--- config.mk ---
export PLATFORM = sky130hd
export DESIGN_NAME = uart_tx_arbiter
export DESIGN_NICKNAME = d
export VERILOG_FILES = /design/src/rtl/uart_tx_arbiter.sv
export SDC_FILE = /design/constraint.sdc
export NUM_CORES = 1
export LEC_CHECK = 0
export CORE_ASPECT_RATIO = 1.4
export CORE_MARGIN = 5
export CORE_UTILIZATION = 60
export DETAILED_ROUTE_END_ITERATION = 12
export DONT_BUFFER_PORTS = 1
export PLACE_DENSITY = 0.84
export RECOVER_POWER = 50
export SLEW_MARGIN = 20
export SYNTH_ARGS = -nofsm -noshare
export SYNTH_HDL_FRONTEND = slang
export SYNTH_SLANG_ARGS = --single-unit
--- constraint.sdc ---
create_clock -name clk -period 2.5 [get_ports clk]
set_clock_uncertainty 0.1 [all_clocks]
set_input_delay 0.375 -clock clk [delete_from_list [all_inputs] [get_ports clk]]
set_output_delay 0.375 -clock clk [all_outputs]
set_load 0.03 [all_outputs]
--- src/rtl/uart_tx_arbiter.sv ---
// Round-robin arbiter sharing one UART transmitter among NUM_REQ byte streams.
// A grant is held until the last byte of a packet has been handed to the transmitter.
module uart_tx_arbiter #(
    parameter int NUM_REQ      = 4,
    parameter int LOCK_TIMEOUT = 65535
) (
    input  logic                       clk,
    input  logic                       rst,
    input  logic [NUM_REQ-1:0]         req_valid,
    input  logic [8*NUM_REQ-1:0]       req_data,
    input  logic [NUM_REQ-1:0]         req_last,
    output logic [NUM_REQ-1:0]         req_ready,
    output logic                       tx_data_available,
    output logic [7:0]                 tx_data,
    input  logic                       tx_req,
    input  logic                       tx_busy,
    output logic [$clog2(NUM_REQ)-1:0] grant_id,
    output logic                       locked,
    output logic                       lock_err
);

    localparam int          IDW       = $clog2(NUM_REQ);
    localparam logic [15:0] TMO_LIMIT = 16'(LOCK_TIMEOUT - 1);
    localparam logic [15:0] TMO_MAX   = 16'hFFFF;

    typedef enum logic [1:0] {
        ARB   = 2'd0,
        LOAD  = 2'd1,
        OFFER = 2'd2,
        HOLD  = 2'd3
    } state_t;

    state_t           state_r;
    logic [IDW-1:0]   rr_ptr_r;
    logic [15:0]      tmo_cnt_r;
    logic             buf_last_r;
    logic             scan_hit_s;
    logic [IDW-1:0]   scan_idx_s;
    logic             xfer_s;

    function automatic logic [IDW-1:0] wrap_add(input logic [IDW-1:0] base, input int off);
        int sum;
        sum = int'(base) + off;
        if (sum >= NUM_REQ) begin
            sum = sum - NUM_REQ;
        end else begin
            sum = sum;
        end
        return IDW'(sum);
    endfunction

    function automatic logic [NUM_REQ-1:0] one_hot(input logic [IDW-1:0] idx);
        return {{(NUM_REQ-1){1'b0}}, 1'b1} << idx;
    endfunction

    // Round-robin scan: walking downward lets the offset closest to rr_ptr win.
    always_comb begin
        scan_hit_s = |req_valid;
        scan_idx_s = '0;
        for (int k = NUM_REQ - 1; k >= 0; k--) begin
            scan_idx_s = req_valid[wrap_add(rr_ptr_r, k)] ? wrap_add(rr_ptr_r, k) : scan_idx_s;
        end
    end

    assign xfer_s = req_valid[grant_id] & req_ready[grant_id];

    // Arbitration / transmitter handshake FSM with all outputs registered.
    always_ff @(posedge clk) begin
        if (rst) begin
            state_r           <= ARB;
            rr_ptr_r          <= '0;
            grant_id          <= '0;
            locked            <= 1'b0;
            req_ready         <= '0;
            tx_data_available <= 1'b0;
            tx_data           <= 8'h00;
            lock_err          <= 1'b0;
            tmo_cnt_r         <= 16'h0000;
            buf_last_r        <= 1'b0;
        end else begin
            lock_err <= 1'b0;
            case (state_r)
                ARB: begin
                    if (scan_hit_s) begin
                        grant_id  <= scan_idx_s;
                        locked    <= 1'b1;
                        req_ready <= one_hot(scan_idx_s);
                        tmo_cnt_r <= 16'h0000;
                        state_r   <= LOAD;
                    end
                end
                LOAD: begin
                    if (xfer_s) begin
                        tx_data           <= req_data[8*grant_id +: 8];
                        buf_last_r        <= req_last[grant_id];
                        req_ready         <= '0;
                        tmo_cnt_r         <= 16'h0000;
                        tx_data_available <= 1'b1;
                        state_r           <= OFFER;
                    end else if (tmo_cnt_r == TMO_LIMIT) begin
                        lock_err  <= 1'b1;
                        locked    <= 1'b0;
                        req_ready <= '0;
                        rr_ptr_r  <= wrap_add(grant_id, 1);
                        state_r   <= ARB;
                    end else if (tmo_cnt_r != TMO_MAX) begin
                        tmo_cnt_r <= tmo_cnt_r + 16'd1;
                    end
                end
                OFFER: begin
                    if (tx_req) begin
                        tx_data_available <= 1'b0;
                        state_r           <= HOLD;
                    end
                end
                HOLD: begin
                    // The transmitter may still sample tx_data until it reports busy.
                    if (tx_busy) begin
                        if (buf_last_r) begin
                            locked   <= 1'b0;
                            rr_ptr_r <= wrap_add(grant_id, 1);
                            state_r  <= ARB;
                        end else begin
                            req_ready <= one_hot(grant_id);
                            tmo_cnt_r <= 16'h0000;
                            state_r   <= LOAD;
                        end
                    end
                end
                default: begin
                    state_r <= ARB;
                end
            endcase
        end
    end

endmodule

==> impl_results.md <==
* Most numerous cell in the Yosys netlist: nand2_1
* Slew Limit Fails at 0
* Die X at 61.6 um
* Fin util at 65.1%
* Cell Pwr Density at 627 nW/um^2
* Maximum fanout along the worst path at 5
* Gr ovfl total at 0
* Largest net degree at the start of global routing at 32
* Kind of critical path: reg -> reg
* Drt first pass iters at 5
* Gpl congestion at 0.869
* Startpoint types: flip-flop
* Cell family with most CP delay: simple AND/OR/NAND/NOR gates
* Slowest CP cell: or4_1
* Reg2reg path depth at 6
* Hold Path Origin: rst
* DP HPWL at 4.14 mm
* Fmax at 442 MHz
* Final Non-Filler Cells at 304
* Net count reported at finish at 307
* Via count at 1971
* Peak VDD IR at 0.475 mV
* RSZ-0062 raised after global routing: no
* Vias in the first global route at 1950
* Post-synthesis cell area at 2240 sq um
* CP max stage delay at 0.47 ns
* Worst EP arrival at 2.39 ns
* Die area at 5070 sq um
* Sequential area share after synthesis at 34.0%
* Worst Path Buf+Inv at 1
* Tot GR Track Use at 24.1%
* EDFF count, synth at 0
* PortBufs at 0
* Clock-pin slew on the worst setup and hold paths at 0.08 ns
* Place WS at 0.280 ns
* CP Capture Type: flip-flop
* Post-synth cell types at 51
* CTS tree: built
* Synth area leader: dfxtp_1
* Ports at 61
* FILL cells at 302
* Max Cap Violations at 0
* DRC at 0
* Clock Tree Root: clkbuf_8
* Initial antenna violation count at 0
* Minimum clock period at 2.26 ns
* Ys Warns at 0
* Setup violators final at 0
* Final wirelength at 5.42 mm
* Worst EP required at 2.63 ns
* Starting DRT DRC Count at 98
* Worst-Margin Slew at 0.806 ns
* RR Startpoint: req_ready[1]
* TritonCTS Buffers at 5
* Hold Path Depth at 1
* Antenna diodes at 0
* Async SR Flop Fraction at 0%
* Deepest clock path buffer count at 2
* Total core area at 3640 sq um
* Cells after Synth at 263
* Dpl cells at 296
* Final Hold Viols at 0
* Worst-skew pair later-pin latency at 0.30 ns
* Hold crit path type: in -> reg
* # hold bufs at CTS at 0
* Post-synth top area share at 34.0%
* Via density at 6.48
* Share of cells above drive strength 1 at 11.1%
* Setup ws final at 0.238 ns
* Die H at 82.3 um
* First-pass GRT wire length at 9.23 mm
* Critical path origin: req_ready[1]
* Final period util at 90.5%
* R2r endpoint: tmo_cnt_r[13]
* Initial Util at 61.5%
* # rows at 26
* Critical Path, Cell by Cell: clkbuf_1, nand4b_1, and4_1, and4_4, or4_1, a21oi_1
* Worst slew margin at 46.2%
* Clock sink count at 38
* H-tree depth at 2
* Syn Area/Cell at 8.52 sq um
* Synth area leaders: dfxtp_1 34%, mux4_2 9.1%, nand2_1 6.5%, a21oi_1 6.3%, nor2_1 4.4%
* WL/cell at 17.8 um
* Area grow syn2layout at 5.92%
* Post-Syn Nets at 309
* Synth top cells by count: 39 x nand2_1, 38 x dfxtp_1, 28 x a21oi_1, 26 x nor2_1, 10 x nand3_1
* Leakage power at 0.760 nW
* Status: completed
* Routed Antenna Nets at 0
* Fin Setup TNS at 0 ns
* Predominant post-synthesis flop cell: dfxtp_1
* Flop2flop setup slack at 0.24 ns
* WHS Endpoint: state_r[0]
* Number of synthesized register bits at 38
-- per-layer routing --
layer,GRT usage (%),routed length (um),vias up
li1,-,-,963
met1,25.9,1960,910
met2,41.4,2890,79
met3,6.53,393,19
met4,13.2,181,0
met5,0,0,-
-- stage by stage --
stage,cell area [sq um],power [W],hold slack (ns)
after global placement,2250,0.000874,0.348
after global routing,2370,0.00156,0.0222
after floorplan,2240,0.000850,0.358
after detailed placement,2250,0.000880,0.350
after CTS,2390,0.00150,0.0315
final,2370,0.00149,0.0299
-- cells in the final DEF, fill, tap and decap left out, types with 6 or more instances in the layout --
cell	netlist	routed
a21oi_1	28	28
or3_1	6	6
mux4_2	9	9
nand3_1	10	10
nand2_1	39	39
dfxtp_1	38	37
o21ai_0	9	9
inv_1	6	6
nor3_1	9	9
nor2_1	26	26
-- flip-flops by register name, indices dropped and copies added (netlist names), named ones only --
signal / count
tx_data_available: 1
locked: 1
lock_err: 1
tmo_cnt_r: 16
req_ready: 4
rr_ptr_r: 2
buf_last_r: 1
state_r: 1
grant_id: 2
tx_data: 8
-- cell families after synthesis --
family	Yosys count	synth area share [%]
multiplexers	14	11.3
AND/OR/NAND/NOR	124	29.2
AO/OA/AOI/OAI	59	17.6
adder cells (fa/ha/maj)	2	1.12
flip-flops	38	34.0
XOR/XNOR	6	2.35
buffers and inverters	20	4.52
-- layout make-up --
type / count / area, sq um / share of cell area [%]
clock inverters: 3 / 68.8 / 2.90
multi-input cells: 205 / 1380 / 58.1
inverters: 6 / 22.5 / 0.949
well taps: 42 / 52.6 / 2.22
flip-flops and latches: 38 / 762 / 32.1
clock buffers: 5 / 68.8 / 2.90
repair buffers: 5 / 20.0 / 0.844
-- report_power, final --
part / leakage (nW) / internal (W) / switching [W] / total [W]
clock network: 0.0683 / 0.000400 / 0.000226 / 0.000626
logic: 0.384 / 0.0000782 / 0.000113 / 0.000191
registers: 0.308 / 0.000626 / 0.0000428 / 0.000669
total: 0.760 / 0.00110 / 0.000382 / 0.00149
-- repair_timing --
item                                    in CTS  in global routing
buffers inserted                             0                  0
endpoints found under the setup margin       0                  2
gates resized for setup                      0                  1
endpoints found under the hold margin        0                  0
-- how the worst max path moves through the flow --
stage                     cells past startpoint             to
final                                         6  tmo_cnt_r[13]
after CTS                                     5  tmo_cnt_r[10]
after detailed placement                      5  tmo_cnt_r[14]
after global routing                          5  tmo_cnt_r[12]
after floorplan                               7  tmo_cnt_r[13]
after global placement                        5  tmo_cnt_r[14]
(Power assumes the default switching activity.)
